<file path="src/rtl/vx_mem_router_pkg.sv">
// vx_mem_router_pkg: target-index width macro, packed-field slice macros and lane width helper for vx_mem_router
`define VX_TGT_W(n) (((n) > 1) ? $clog2(n) : 1)
`define VX_SLICE(v, i, w) v[(i)*(w) +: (w)]
package vx_mem_router_pkg;
  function automatic int lane_w(input int word_size);
    return word_size * 8;
  endfunction
endpackage

</file>
<file path="src/rtl/vx_rr_arbiter.sv">
// vx_rr_arbiter: round-robin one-hot grant starting at ptr_q; ptr_q moves to winner+1 when enable_i and a request is granted
//   clk_i, reset_i (async, active-high) | requests_i: request vector | enable_i: advance | grant_o: one-hot grant
import vx_mem_router_pkg::*;
module vx_rr_arbiter #(
  parameter int NUM_REQS = 2
) (
  input  logic                clk_i,
  input  logic                reset_i,
  input  logic [NUM_REQS-1:0] requests_i,
  input  logic                enable_i,
  output logic [NUM_REQS-1:0] grant_o
);
  localparam int PW = `VX_TGT_W(NUM_REQS);
  logic [PW-1:0] ptr_q, ptr_d, win;
  logic [NUM_REQS-1:0] rot;
  logic found;
  int w;
  always_comb begin
    rot = NUM_REQS'({requests_i, requests_i} >> ptr_q);
    found = 1'b0;
    win = '0;
    w = 0;
    for (int i = 0; i < NUM_REQS; i++) begin
      if (!found && rot[i]) begin
        found = 1'b1;
        w = int'(ptr_q) + i;
        w = (w >= NUM_REQS) ? w - NUM_REQS : w;
        win = PW'(w);
      end
    end
    grant_o = found ? ({{(NUM_REQS-1){1'b0}}, 1'b1} << win) : '0;
    ptr_d = (int'(win) == NUM_REQS - 1) ? '0 : win + 1'b1;
  end
  always_ff @(posedge clk_i or posedge reset_i)
    if (reset_i) ptr_q <= '0;
    else if (enable_i && found) ptr_q <= ptr_d;
endmodule

</file>
<file path="src/rtl/vx_mem_router.sv">
// vx_mem_router: routes one multi-lane core port to NUM_TARGETS slaves by address window, with credits and RR response merge
//   clk_i, reset_i (async, active-high)
//   core_req_*_i / core_req_ready_o : core request in  -> tgt_req_*_o / tgt_req_ready_i : broadcast request out
//   tgt_rsp_*_i / tgt_rsp_ready_o   : target responses -> core_rsp_*_o / core_rsp_ready_i : merged response out
//   MEM_ROUTER_PERF_EN: adds perf_req_count_o (per-target fires) and perf_stall_cycles_o (blocked entry cycles)
import vx_mem_router_pkg::*;
module vx_mem_router #(
  parameter int NUM_REQUESTS = 4,
  parameter int NUM_TARGETS = 2,
  parameter int WORD_SIZE = 4,
  parameter int ADDR_WIDTH = 30,
  parameter int TAG_WIDTH = 8,
  parameter logic [NUM_TARGETS*ADDR_WIDTH-1:0] TGT_BASE = '0,
  parameter logic [NUM_TARGETS*ADDR_WIDTH-1:0] TGT_SIZE = '0,
  parameter int MAX_PENDING = 8
) (
  input  logic                                        clk_i,
  input  logic                                        reset_i,
  input  logic [NUM_REQUESTS-1:0]                     core_req_valid_i,
  input  logic                                        core_req_rw_i,
  input  logic [NUM_REQUESTS*WORD_SIZE-1:0]           core_req_byteen_i,
  input  logic [NUM_REQUESTS*ADDR_WIDTH-1:0]          core_req_addr_i,
  input  logic [NUM_REQUESTS*WORD_SIZE*8-1:0]         core_req_data_i,
  input  logic [TAG_WIDTH-1:0]                        core_req_tag_i,
  output logic                                        core_req_ready_o,
  output logic [NUM_TARGETS*NUM_REQUESTS-1:0]         tgt_req_valid_o,
  output logic                                        tgt_req_rw_o,
  output logic [NUM_REQUESTS*WORD_SIZE-1:0]           tgt_req_byteen_o,
  output logic [NUM_REQUESTS*ADDR_WIDTH-1:0]          tgt_req_addr_o,
  output logic [NUM_REQUESTS*WORD_SIZE*8-1:0]         tgt_req_data_o,
  output logic [TAG_WIDTH-1:0]                        tgt_req_tag_o,
  input  logic [NUM_TARGETS-1:0]                      tgt_req_ready_i,
  input  logic [NUM_TARGETS*NUM_REQUESTS-1:0]         tgt_rsp_valid_i,
  input  logic [NUM_TARGETS*NUM_REQUESTS*WORD_SIZE*8-1:0] tgt_rsp_data_i,
  input  logic [NUM_TARGETS*TAG_WIDTH-1:0]            tgt_rsp_tag_i,
  output logic [NUM_TARGETS-1:0]                      tgt_rsp_ready_o,
  output logic [NUM_REQUESTS-1:0]                     core_rsp_valid_o,
  output logic [NUM_REQUESTS*WORD_SIZE*8-1:0]         core_rsp_data_o,
  output logic [TAG_WIDTH-1:0]                        core_rsp_tag_o,
`ifdef MEM_ROUTER_PERF_EN
  output logic [NUM_TARGETS*32-1:0]                   perf_req_count_o,
  output logic [31:0]                                 perf_stall_cycles_o,
`endif
  input  logic                                        core_rsp_ready_i
);
  localparam int LW = lane_w(WORD_SIZE);
  localparam int TI = `VX_TGT_W(NUM_TARGETS);
  localparam int CW = $clog2(MAX_PENDING + 1);
  logic [ADDR_WIDTH-1:0] key_addr;
  logic [TI-1:0] dec_tgt, req_tgt_q;
  logic req_full_q, req_rw_q, issue_ok, req_fire, core_req_fire;
  logic [NUM_REQUESTS-1:0] req_valid_q;
  logic [NUM_REQUESTS*WORD_SIZE-1:0] req_byteen_q;
  logic [NUM_REQUESTS*ADDR_WIDTH-1:0] req_addr_q;
  logic [NUM_REQUESTS*LW-1:0] req_data_q;
  logic [TAG_WIDTH-1:0] req_tag_q;
  logic [CW-1:0] credit_q [NUM_TARGETS];
  logic [CW-1:0] credit_d [NUM_TARGETS];
  logic [NUM_TARGETS-1:0] rsp_any, grant, tgt_rsp_fire;
  logic rsp_full_q, rsp_accept, core_rsp_fire;
  logic [NUM_REQUESTS-1:0] rsp_valid_q, rsp_valid_d;
  logic [NUM_REQUESTS*LW-1:0] rsp_data_q, rsp_data_d;
  logic [TAG_WIDTH-1:0] rsp_tag_q, rsp_tag_d;
  // Key lane is the lowest valid one; the lowest-index hitting window wins, target 0 catches the rest.
  always_comb begin
    key_addr = `VX_SLICE(core_req_addr_i, 0, ADDR_WIDTH);
    for (int l = NUM_REQUESTS - 1; l >= 0; l--)
      if (core_req_valid_i[l]) key_addr = `VX_SLICE(core_req_addr_i, l, ADDR_WIDTH);
    dec_tgt = '0;
    for (int t = NUM_TARGETS - 1; t > 0; t--)
      if ((key_addr - `VX_SLICE(TGT_BASE, t, ADDR_WIDTH)) < `VX_SLICE(TGT_SIZE, t, ADDR_WIDTH)) dec_tgt = TI'(t);
  end
  // Reads wait for a free credit on their target; writes are never throttled.
  assign issue_ok = req_full_q & (req_rw_q | (credit_q[req_tgt_q] < CW'(MAX_PENDING)));
  assign req_fire = issue_ok & tgt_req_ready_i[req_tgt_q];
  assign core_req_ready_o = !req_full_q | req_fire;
  assign core_req_fire = (|core_req_valid_i) & core_req_ready_o;
  assign tgt_req_rw_o = req_rw_q;
  assign tgt_req_byteen_o = req_byteen_q;
  assign tgt_req_addr_o = req_addr_q;
  assign tgt_req_data_o = req_data_q;
  assign tgt_req_tag_o = req_tag_q;
  always_comb begin
    tgt_req_valid_o = '0;
    for (int t = 0; t < NUM_TARGETS; t++)
      `VX_SLICE(tgt_req_valid_o, t, NUM_REQUESTS) = (issue_ok && req_tgt_q == TI'(t)) ? req_valid_q : '0;
  end
  always_ff @(posedge clk_i or posedge reset_i)
    if (reset_i) begin
      req_full_q <= 1'b0;
      req_valid_q <= '0;
      req_rw_q <= 1'b0;
      req_byteen_q <= '0;
      req_addr_q <= '0;
      req_data_q <= '0;
      req_tag_q <= '0;
      req_tgt_q <= '0;
    end else if (core_req_fire) begin
      req_full_q <= 1'b1;
      req_valid_q <= core_req_valid_i;
      req_rw_q <= core_req_rw_i;
      req_byteen_q <= core_req_byteen_i;
      req_addr_q <= core_req_addr_i;
      req_data_q <= core_req_data_i;
      req_tag_q <= core_req_tag_i;
      req_tgt_q <= dec_tgt;
    end else if (req_fire) req_full_q <= 1'b0;
  // Simultaneous issue and return cancel out; a stray return leaves the count at zero.
  always_comb
    for (int t = 0; t < NUM_TARGETS; t++) begin
      credit_d[t] = credit_q[t];
      if (req_fire && !req_rw_q && req_tgt_q == TI'(t) && !tgt_rsp_fire[t]) credit_d[t] = credit_q[t] + 1'b1;
      else if (tgt_rsp_fire[t] && !(req_fire && !req_rw_q && req_tgt_q == TI'(t)) && credit_q[t] != '0)
        credit_d[t] = credit_q[t] - 1'b1;
    end
  always_ff @(posedge clk_i or posedge reset_i)
    if (reset_i) for (int t = 0; t < NUM_TARGETS; t++) credit_q[t] <= '0;
    else
      for (int t = 0; t < NUM_TARGETS; t++) begin
        credit_q[t] <= credit_d[t];
        assert (!(tgt_rsp_fire[t] && credit_q[t] == '0))
          else $error("vx_mem_router: response from target %0d with no outstanding read", t);
      end
  always_comb
    for (int t = 0; t < NUM_TARGETS; t++) rsp_any[t] = |`VX_SLICE(tgt_rsp_valid_i, t, NUM_REQUESTS);
  assign core_rsp_fire = rsp_full_q & core_rsp_ready_i;
  assign rsp_accept = !rsp_full_q | core_rsp_fire;
  assign tgt_rsp_ready_o = grant & {NUM_TARGETS{rsp_accept}};
  assign tgt_rsp_fire = tgt_rsp_ready_o & rsp_any;
  vx_rr_arbiter #(.NUM_REQS(NUM_TARGETS)) rsp_arb (
    .clk_i(clk_i),
    .reset_i(reset_i),
    .requests_i(rsp_any),
    .enable_i(rsp_accept),
    .grant_o(grant)
  );
  always_comb begin
    rsp_valid_d = '0;
    rsp_data_d = '0;
    rsp_tag_d = '0;
    for (int t = 0; t < NUM_TARGETS; t++)
      if (grant[t]) begin
        rsp_valid_d = `VX_SLICE(tgt_rsp_valid_i, t, NUM_REQUESTS);
        rsp_data_d = `VX_SLICE(tgt_rsp_data_i, t, NUM_REQUESTS*LW);
        rsp_tag_d = `VX_SLICE(tgt_rsp_tag_i, t, TAG_WIDTH);
      end
  end
  always_ff @(posedge clk_i or posedge reset_i)
    if (reset_i) begin
      rsp_full_q <= 1'b0;
      rsp_valid_q <= '0;
      rsp_data_q <= '0;
      rsp_tag_q <= '0;
    end else if (|tgt_rsp_fire) begin
      rsp_full_q <= 1'b1;
      rsp_valid_q <= rsp_valid_d;
      rsp_data_q <= rsp_data_d;
      rsp_tag_q <= rsp_tag_d;
    end else if (core_rsp_fire) rsp_full_q <= 1'b0;
  assign core_rsp_valid_o = rsp_full_q ? rsp_valid_q : '0;
  assign core_rsp_data_o = rsp_data_q;
  assign core_rsp_tag_o = rsp_tag_q;
`ifdef MEM_ROUTER_PERF_EN
  logic [31:0] perf_req_q [NUM_TARGETS];
  logic [31:0] perf_stall_q;
  always_ff @(posedge clk_i or posedge reset_i)
    if (reset_i) begin
      for (int t = 0; t < NUM_TARGETS; t++) perf_req_q[t] <= '0;
      perf_stall_q <= '0;
    end else begin
      for (int t = 0; t < NUM_TARGETS; t++)
        if (req_fire && req_tgt_q == TI'(t)) perf_req_q[t] <= perf_req_q[t] + 32'd1;
      if (req_full_q && !req_fire) perf_stall_q <= perf_stall_q + 32'd1;
    end
  always_comb
    for (int t = 0; t < NUM_TARGETS; t++) perf_req_count_o[t*32 +: 32] = perf_req_q[t];
  assign perf_stall_cycles_o = perf_stall_q;
`endif
endmodule

</file>
<file path="config.mk">
export PLATFORM = sky130hd
export DESIGN_NAME = vx_mem_router
export DESIGN_NICKNAME = d
export VERILOG_FILES = /design/src/rtl/vx_mem_router_pkg.sv /design/src/rtl/vx_rr_arbiter.sv /design/src/rtl/vx_mem_router.sv
export SDC_FILE = /design/constraint.sdc
export NUM_CORES = 1
export LEC_CHECK = 0
export ABC_AREA = 1
export ABC_CLOCK_PERIOD_IN_PS = 15800
export CORE_AREA = 2 2 385 387
export CTS_CLUSTER_SIZE = 16
export DETAILED_ROUTE_END_ITERATION = 16
export DIE_AREA = 0 0 387 389
export HOLD_SLACK_MARGIN = 0.15
export SLEW_MARGIN = 20
export SYNTH_ARGS = -nofsm -noshare
export SYNTH_HDL_FRONTEND = slang
export SYNTH_SLANG_ARGS = --single-unit
</file>
<file path="constraint.sdc">
create_clock -name clk_i -period 15.8 [get_ports clk_i]
set_input_delay 4.74 -clock clk_i [delete_from_list [all_inputs] [get_ports clk_i]]
set_output_delay 4.74 -clock clk_i [all_outputs]
set_load 0.01 [all_outputs]
</file>
Word level (Yosys, flattened, before mapping) --
Index checks and enable logic that the tools add are counted.
Storage, ports and cells: register bits 429, bits in latches 0, RAM bits 0, bits in read-only memories 0, bits of input ports 562, output and inout port bits 424, memories kept 0
Operators by class: $add $sub $neg 8, $mul 0, divide/modulo/power cells 0, order comparisons 6, eq/ne operators 0, shift operators 2, mux-type cells 35, bitwise operators 11, reductions and logical operators 31
Operator list (count):
- 128-bit two-way mux | 2
- 30-bit two-way mux | 4
- 4-bit two-way mux | 12
- 30-bit by 1-bit < comparator with 1-bit output (second input constant) | 1
- 8-bit two-way mux | 2
- 1-bit two-way mux | 14
- 1-bit logical AND | 13
- 4-bit OR reduction | 3
- 4-bit by 1-bit adder with 4-bit output (second input constant) | 2
- 1-bit zero test | 8
- 2-bit nonzero test | 4
- 4-bit nonzero test | 2
- 4-bit by 1-bit subtractor with 4-bit output (second input constant) | 2
- 1-bit bitwise AND | 4
- 2-bit bitwise AND | 2
- 2-bit >= comparator (second input constant) | 2
- 4-bit < comparator (second input constant) | 1
- 4-bit by 1-bit >> shifter with 2-bit output | 1
- 1-bit OR | 3
- 1-bit by 1-bit adder with 2-bit output (second input constant) | 1
- 1-bit by 2-bit >= comparator with 1-bit output (second input constant) | 1
- 1-bit by 2-bit < comparator with 1-bit output (second input constant) | 1
- 2-bit two-way mux | 1
- 1-bit inverter with 2-bit output | 1
- 5 further kinds | 6

Depth between registers and ports, before layout --
Gate-level depths: netlist of run 1.
word-level depth 15, gate-level depth with buffers 14

Cells and area by module --
A second synthesis of run 1 with hierarchy kept.
Unflattened totals: cell total of the unflattened synthesis 2042, area, all modules 17897.2 um2
By module, submodules not included:
- vx_mem_router | instances 1, cells each 2033, area each 17833.4 um2, seq. area each 10585.2 um2
- vx_rr_arbiter | instances 1, cells each 9, area each 63.8 um2, seq. area each 25.0 um2

Worst setup path after synthesis of run 1 --
No wires, ideal clock.
path type input -> output, start input tgt_rsp_valid_i[7], end output tgt_rsp_ready_o[0], arrival time 5368 ps, required time 11060 ps, setup slack 5692 ps, stages on the path 5, path buffers 0, path through nor2_1 > nand2_1 > a21oi_4 > nand2_1 > inv_1
Between the ends: cells in the longest elaborated chain, start to end 9, elaborated cells on any way between the ends 11, those cells by class shift (2); mux (5); bitwise (1); reduce/logical (3)
Ends and longest elaborated chain:
- start, declared | line vx_mem_router.sv:33 | input logic [NUM_TARGETS*NUM_REQUESTS-1:0] tgt_rsp_valid_i,
- 4-bit OR reduction (no line) (*)
- 4-bit by 1-bit >> shifter with 2-bit output (*) | line vx_rr_arbiter.sv:19 | rot = NUM_REQS'({requests_i, requests_i} >> ptr_q);
- 1-bit two-way mux | line vx_rr_arbiter.sv:24 | if (!found && rot[i]) begin
- 1-bit zero test | line vx_rr_arbiter.sv:24
- 1-bit logical AND | line vx_rr_arbiter.sv:24
- 1-bit two-way mux | line vx_rr_arbiter.sv:24
- 1-bit by 1-bit << shifter with 2-bit output | line vx_rr_arbiter.sv:31 | grant_o = found ? ({{(NUM_REQS-1){1'b0}}, 1'b1} << win) : '0;
- 2-bit two-way mux (*) | line vx_rr_arbiter.sv:31
- 2-bit bitwise AND (*) | line vx_mem_router.sv:128 | assign tgt_rsp_ready_o = grant & {NUM_TARGETS{rsp_accept}};
- end, declared | line vx_mem_router.sv:36 | output logic [NUM_TARGETS-1:0] tgt_rsp_ready_o,
Every way passes the cells marked *; elsewhere a longest branch is shown, timed or not.

Worst setup path in the final report of run 1 --
start input tgt_rsp_valid_i[6], end output tgt_rsp_ready_o[0]
The elaborated chain is that of the path after synthesis.

==> metrics.yaml, run 1 <==
run_status:
  status: "complete, no violations"
die:
  dieArea_um2: 151000
  coreArea_um2: 147000
  start_util_pct: 12.0
  rows: 141
  die_h_um: 389
  io_pins: 986
  die_w_um: 387
timing:
  fmax_mhz: 87.1
  worst_pin_slew_ns: 1.03
  rsz0062_at_grt: "no"
  clock_skew_ns: 0.0149
  finalCritPeriodShare_pct: 72.7
  slew_violations: 0
  whs_ns: 0.476
  setup_viol_count_final: 0
  fin_tns_setup_ns: 0
  finalHoldViolCount: 0
  slew_headroom_pct: 31.2
  period_minus_slack_ns: 11.48
logic_synthesis:
  synthesis.area_um2: 17600
  yosys.area_share.xor_xnor_pct: 0.0997
  ys_ff_latch: 424
  synth-main-ff-cell: "dfrtp_1"
  synthCells: 2012
  yosys_warnings: 0
  synth-compound-area-share_pct: 13.4
  synth_top_family_by_area: "simple AND/OR/NAND/NOR gates"
  synthMuxAreaShare_pct: 0
  ys_seq_area_share_pct: 60.4
  synthDistinctLibCells: 26
  synth-adder-area-share_pct: 0.256
  synth-edff-count: 0
  synthSimpleGateAreaFrac_pct: 15.8
  syn_avg_cell_area_um2: 8.74
  synthArstFlopShare_pct: 100
power_and_ir_drop:
  ir_drop_v: 0.000115
  p_sw_share_pct: 37.0
  clkPwrFrac_pct: 22.0
  p_sw_uw: 2070
  intPower_uw: 3520
  leakagePower_uw: 0.0135
  pwr-share-comb_pct: 44.5
  p_seq_share_pct: 33.5
  power.total_uw: 5580
  p_per_area_nw_per_um2: 180
worst_setup_path:
  setup.worst_path.end_class: "primary output"
  rrSetupSlack_ns: 12.20
  critPathArrivalTime_ns: 6.74
  cp-start-kind: "primary input"
  crit_type: "in2out"
  worst-path-max-fanout: 10
  critPathRequiredTime_ns: 11.06
clocking:
  cts_buffer_depth: 3
  clkLatencyLatePin_ns: 0.63
  cts_root_buf: "clkbuf_16"
  postCtsHoldBufs: 0
  cts_tree: "done"
  clk_pin_slew_ns: 0.05
  cts_max_level: 2
  post_cts_buffers: 0
  cts.repair.resized: 0
  clock_sinks: 424
  cts_buffers: 54
cells_and_area:
  syn2layout_area_growth_pct: 76.8
  fillerInstances: 16000
  final_common_cell: "clkdlybuf4s50_1"
  final_nets: 3505
  fin_util_pct: 21.2
  layout_common_cells: "clkdlybuf4s50_1, nand2_1, dfrtp_1"
  drive_above_1_share_pct: 3.49
placed_design:
  place.gp.congestion: 0.960
  io_buffers: 980
  hpwl_um: 63800
detailed_routing:
  vias_per_cell: 3.48
  ant_nets: 0
  dr.pass1.iters: 5
  remaining_drc_errors: 0
  wl_per_cell_um: 16.7
  vias: 17090
  first_iter_violations: 774
  drt_wl_total_um: 82300
run:
  cap_viol_max_count: 0
grt:
  grt_pass1_wl_um: 118000
  grt.overflow.total: 0
  grt_pass1_vias: 17179
  grt_max_degree: 243
  antenna_found_initial: 23
  grt_use_total_pct: 10.5
min_path:
  holdCritPathClass: "reg2reg"
critical path, cell delays in order:
cell and delay, ns:
clkdlybuf4s50_1 0.49, nor2_1 0.12, nand2_1 0.15, a21oi_4 0.33, nand2_1 0.19, inv_1 0.13, clkdlybuf4s50_1 0.59
layer usage:
| layer | GRT usage, % | share of wire [%] | up-vias |
|---|---|---|---|
| met5 | 0 | 0.23 | - |
| met4 | 4.49 | 4.2 | 32 |
| met3 | 4.53 | 10 | 170 |
| met2 | 16.2 | 44 | 763 |
| met1 | 12.7 | 41 | 7982 |
| li1 | - | - | 8143 |
cell type report:
| cell class | count | area [um^2] | area share [%] |
|---|---|---|---|
| clock inverters | 12 | 171 | 0.552 |
| clock buffers | 81 | 1570 | 5.06 |
| inverters | 297 | 1130 | 3.63 |
| well taps | 1930 | 2410 | 7.77 |
| flip-flops and latches | 424 | 10600 | 34.1 |
| diodes | 4 | 10.0 | 0.0322 |
| repair buffers | 993 | 9960 | 32.0 |
| multi-input cells | 1170 | 5220 | 16.8 |
logic make-up (layout without fill, tap and decap cells):
| logic type | count (synthesis) | after routing |
|---|---|---|
| XOR/XNOR | 2 | 2 |
| AND/OR/NAND/NOR | 733 | 733 |
| AO/OA/AOI/OAI | 428 | 428 |
| other | 1 | 8 |
| buffers and inverters | 421 | 1383 |
| adder cells (fa/ha/maj) | 3 | 3 |
| flip-flops | 424 | 424 |
power by group through the flow:
stage               clock network (uW)  logic [uW]  registers (uW)
finish                            1230        2480            1870
global route                      1320        2700            1930
CTS                               1290        2530            1870
detailed placement                   0        2520            1870
global placement                     0        2500            1860
floorplan                            0         830            2060
state kept, by name (all words and copies together) (netlist names):
register          cells
core_rsp_data_o     128
core_rsp_tag_o        8
credit_q              4
req_full_q            1
req_valid_q           4
rsp_arb.ptr_q         1
rsp_full_q            1
rsp_valid_q           4
tgt_req_addr_o      120
tgt_req_byteen_o     16
tgt_req_data_o      128
tgt_req_rw_o          1
tgt_req_tag_o         8
synthesized netlist by cell type (all sizes together) (4+ instances only):
cell / instances / area share (%)
o21ai: 281 / 8.0
nand2: 573 / 12
dfrtp: 424 / 60
clkbuf: 47 / 1.0
nand3: 7 / 0.20
buf: 77 / 2.7
a22oi: 4 / 0.17
a31oi: 137 / 4.9
a21oi: 5 / 0.21
nor2: 151 / 3.2
inv: 297 / 6.3
metrics by stage:
| step | cell area [um^2] | worst slack [ns] | std cells |
|---|---|---|---|
| final | 31100 | 4.32 | 4911 |
| after global placement | 29300 | 4.27 | 4814 |
| after detailed placement | 29300 | 4.31 | 4814 |
| after global routing | 31100 | 4.17 | 4909 |
| after floorplan | 17600 | 5.34 | 2015 |
| after CTS | 31100 | 4.29 | 4907 |
final timing paths:
| check | startpoint | end | depth (start not counted) |
|---|---|---|---|
| max | tgt_rsp_valid_i[6] | tgt_rsp_ready_o[0] | 7 |
| min | req_valid_q[1] | req_valid_q[1] | 2 |
| max reg2reg | credit_q[7] | tgt_req_byteen_o[6] | 8 |
| min reg2reg | req_valid_q[1] | req_valid_q[1] | 2 |
| max in group asynchronous | reset_i | tgt_req_addr_o[99] | 5 |
| min in group asynchronous | reset_i | core_rsp_data_o[73] | 3 |
(Power assumes the default switching activity.)
==> inputs of run 2 (changes only) <==
--- a/config.mk
+++ b/config.mk
@@ -6,7 +6,7 @@
 export NUM_CORES = 1
 export LEC_CHECK = 0
 export ABC_AREA = 1
-export ABC_CLOCK_PERIOD_IN_PS = 15800
+export ABC_CLOCK_PERIOD_IN_PS = 9450
 export CORE_AREA = 2 2 385 387
 export CTS_CLUSTER_SIZE = 16
 export DETAILED_ROUTE_END_ITERATION = 16
==> constraint.sdc (replaced) <==
create_clock -name clk_i -period 9.45 [get_ports clk_i]
set_input_delay 2.835 -clock clk_i [delete_from_list [all_inputs] [get_ports clk_i]]
set_output_delay 2.835 -clock clk_i [all_outputs]
set_load 0.01 [all_outputs]
==> metrics.yaml, run 2 (synthesis gave the netlist of run 1 again) <==
run_status:
  status: "complete, no violations"  # unchanged
worst_setup_path:
  critPathArrivalTime_ns: 4.68  # was 6.74 ns
  setup.worst_path.end_class: "primary output"  # unchanged
  r2r-start: "rsp_full_q"  # was credit_q[7]
  max_stage_delay_ns: 0.59  # about the same
  cp-start-kind: "primary input"  # unchanged
  worst-path-max-fanout: 5  # was 10
  cp_slowest_cell: "clkdlybuf4s50_1"  # unchanged
  cp-startpoint: "tgt_rsp_valid_i[6]"  # unchanged
  rrSetupSlack_ns: 6.76  # was 12.20 ns
  critPathRequiredTime_ns: 6.62  # was 11.06 ns
  crit_type: "in2out"  # unchanged
  crit_family: "buffers and inverters"  # unchanged
  crit_chain: "clkdlybuf4s50_1 > nor2_1 > nand2_1 > a21oi_4 > nand2_1 > inv_1 > clkdlybuf4s50_1"  # unchanged
  cp_num_buf_inv: 3  # unchanged
min_path:
  holdCritPathClass: "reg2reg"  # unchanged
  min_from: "tgt_req_addr_o[97]"  # was req_valid_q[1]
die:
  start_util_pct: 12.0  # unchanged
  io_pins: 986  # unchanged
  dieArea_um2: 151000  # unchanged
  die_w_um: 387  # unchanged
  die_h_um: 389  # unchanged
  rows: 141  # unchanged
  coreArea_um2: 147000  # unchanged
placed_design:
  hpwl_um: 65400  # was 63800 um
  io_buffers: 980  # unchanged
  place.gp.congestion: 0.912  # was 0.960
clocking:
  postCtsHoldBufs: 0  # unchanged
  cts_root_buf: "clkbuf_16"  # unchanged
  clock_sinks: 424  # unchanged
  cts_buffers: 54  # unchanged
  cts_max_level: 2  # unchanged
  cts_tree: "done"  # unchanged
  cts_buffer_depth: 3  # unchanged
  clk_pin_slew_ns: 0.05  # about the same
  clkLatencyLatePin_ns: 0.63  # about the same
  cts.repair.resized: 0  # unchanged
  post_cts_buffers: 0  # unchanged
grt:
  grt_pass1_vias: 17223  # was 17179
  grt_max_degree: 208  # was 243
  grt_pass1_wl_um: 120000  # was 118000 um
  antenna_found_initial: 21  # was 23
  grt.overflow.total: 0  # unchanged
  grt_use_total_pct: 10.7  # was 10.5%
detailed_routing:
  vias: 17026  # was 17090
  first_iter_violations: 857  # was 774
  remaining_drc_errors: 0  # unchanged
  wl_per_cell_um: 17.1  # was 16.7 um
  drt_wl_total_um: 84000  # was 82300 um
  dr.pass1.iters: 5  # unchanged
  ant_nets: 0  # unchanged
  vias_per_cell: 3.46  # was 3.48
cells_and_area:
  syn2layout_area_growth_pct: 77.3  # was 76.8%
  drive_above_1_share_pct: 3.68  # was 3.49%
  fin_util_pct: 21.3  # was 21.2%
  layout_common_cells: "clkdlybuf4s50_1, nand2_1, dfrtp_1"  # unchanged
  final_nets: 3510  # was 3505
  final_common_cell: "clkdlybuf4s50_1"  # unchanged
timing:
  rsz0062_at_grt: "no"  # unchanged
  fmax_mhz: 133
  slew_headroom_pct: 29.3  # was 31.2%
  finalHoldViolCount: 0  # unchanged
  clock_skew_ns: 0.0219  # was 0.0149 ns
  worst_pin_slew_ns: 1.06  # was 1.03 ns
  slew_violations: 0  # unchanged
  fin_tns_setup_ns: 0  # unchanged
  period_minus_slack_ns: 7.51
  setup_viol_count_final: 0  # unchanged
  finalCritPeriodShare_pct: 79.5
power_and_ir_drop:
  leakagePower_uw: 0.0136  # was 0.0135 uW
  p_per_area_nw_per_um2: 300  # was 180 nW/um^2
  power.total_uw: 9350  # was 5580 uW
  ir_drop_v: 0.000217  # was 0.000115 V
run:
  cap_viol_max_count: 0  # unchanged
-- run 2: cell count changes in the layout (fill, tap and decap cells not counted), sizes merged --
cell and delta:
inv +1, buf +5, clkbuf +1, clkinv +1
diode +4, clkinvlp +3
-- run 2: final timing paths --
| path | to | cells after the start |
|---|---|---|
| min in group asynchronous | core_rsp_data_o[80] | 2 |
| max | tgt_rsp_ready_o[0] | 7 |
| max reg2reg | core_rsp_data_o[57] | 8 |
| min | tgt_req_addr_o[97] | 2 |
| min reg2reg | tgt_req_addr_o[97] | 2 |
| max in group asynchronous | tgt_req_data_o[19] | 4 |
-- run 2: power breakdown --
group / total, uW / switching [uW] / internal (uW)
clock network: 2050 / 854 / 1200
logic: 4170 / 2130 / 2040
registers: 3130 / 497 / 2630
total: 9350 / 3480 / 5870
-- run 2: final cells by class --
| type | count | area [um^2] |
|---|---|---|
| antenna | 8 | 20.0 |
| inverter | 297 | 1130 |
| timing repair buffer | 998 | 10000 |
| clock inverter | 17 | 193 |
| sequential | 424 | 10600 |
| multi-input combinational | 1170 | 5220 |
| tap | 1930 | 2410 |
| clock buffer | 82 | 1540 |
| fill | 16062 | 115000 |
-- run 2: metrics by stage --
stage | hold WS [ns] | instances | setup WS [ns] | cell area [um^2]
2_1_floorplan | 0.442 | 2015 | 0.894 | 17600
3_3_place_gp | 0.460 | 4819 | 1.94 | 29400
3_5_place_dp | 0.472 | 4819 | 1.96 | 29400
4_1_cts | 0.487 | 4918 | 1.94 | 31100
5_1_grt | 0.503 | 4923 | 1.83 | 31200
6_report | 0.480 | 4926 | 1.94 | 31200
-- run 2: per-layer routing --
layer	share of wire (%)	track usage, %	vias up
met1	43	13.6	8013
met3	8.2	3.39	130
li1	-	-	8181
met5	0.12	0	-
met4	3.1	3.82	16
met2	46	17.0	686
-- run 2: worst min-delay path: stages, from the launching register on --
cell,delay (ns)
dfrtp_1,0.34
nand2_1,0.05
o21ai_0,0.06
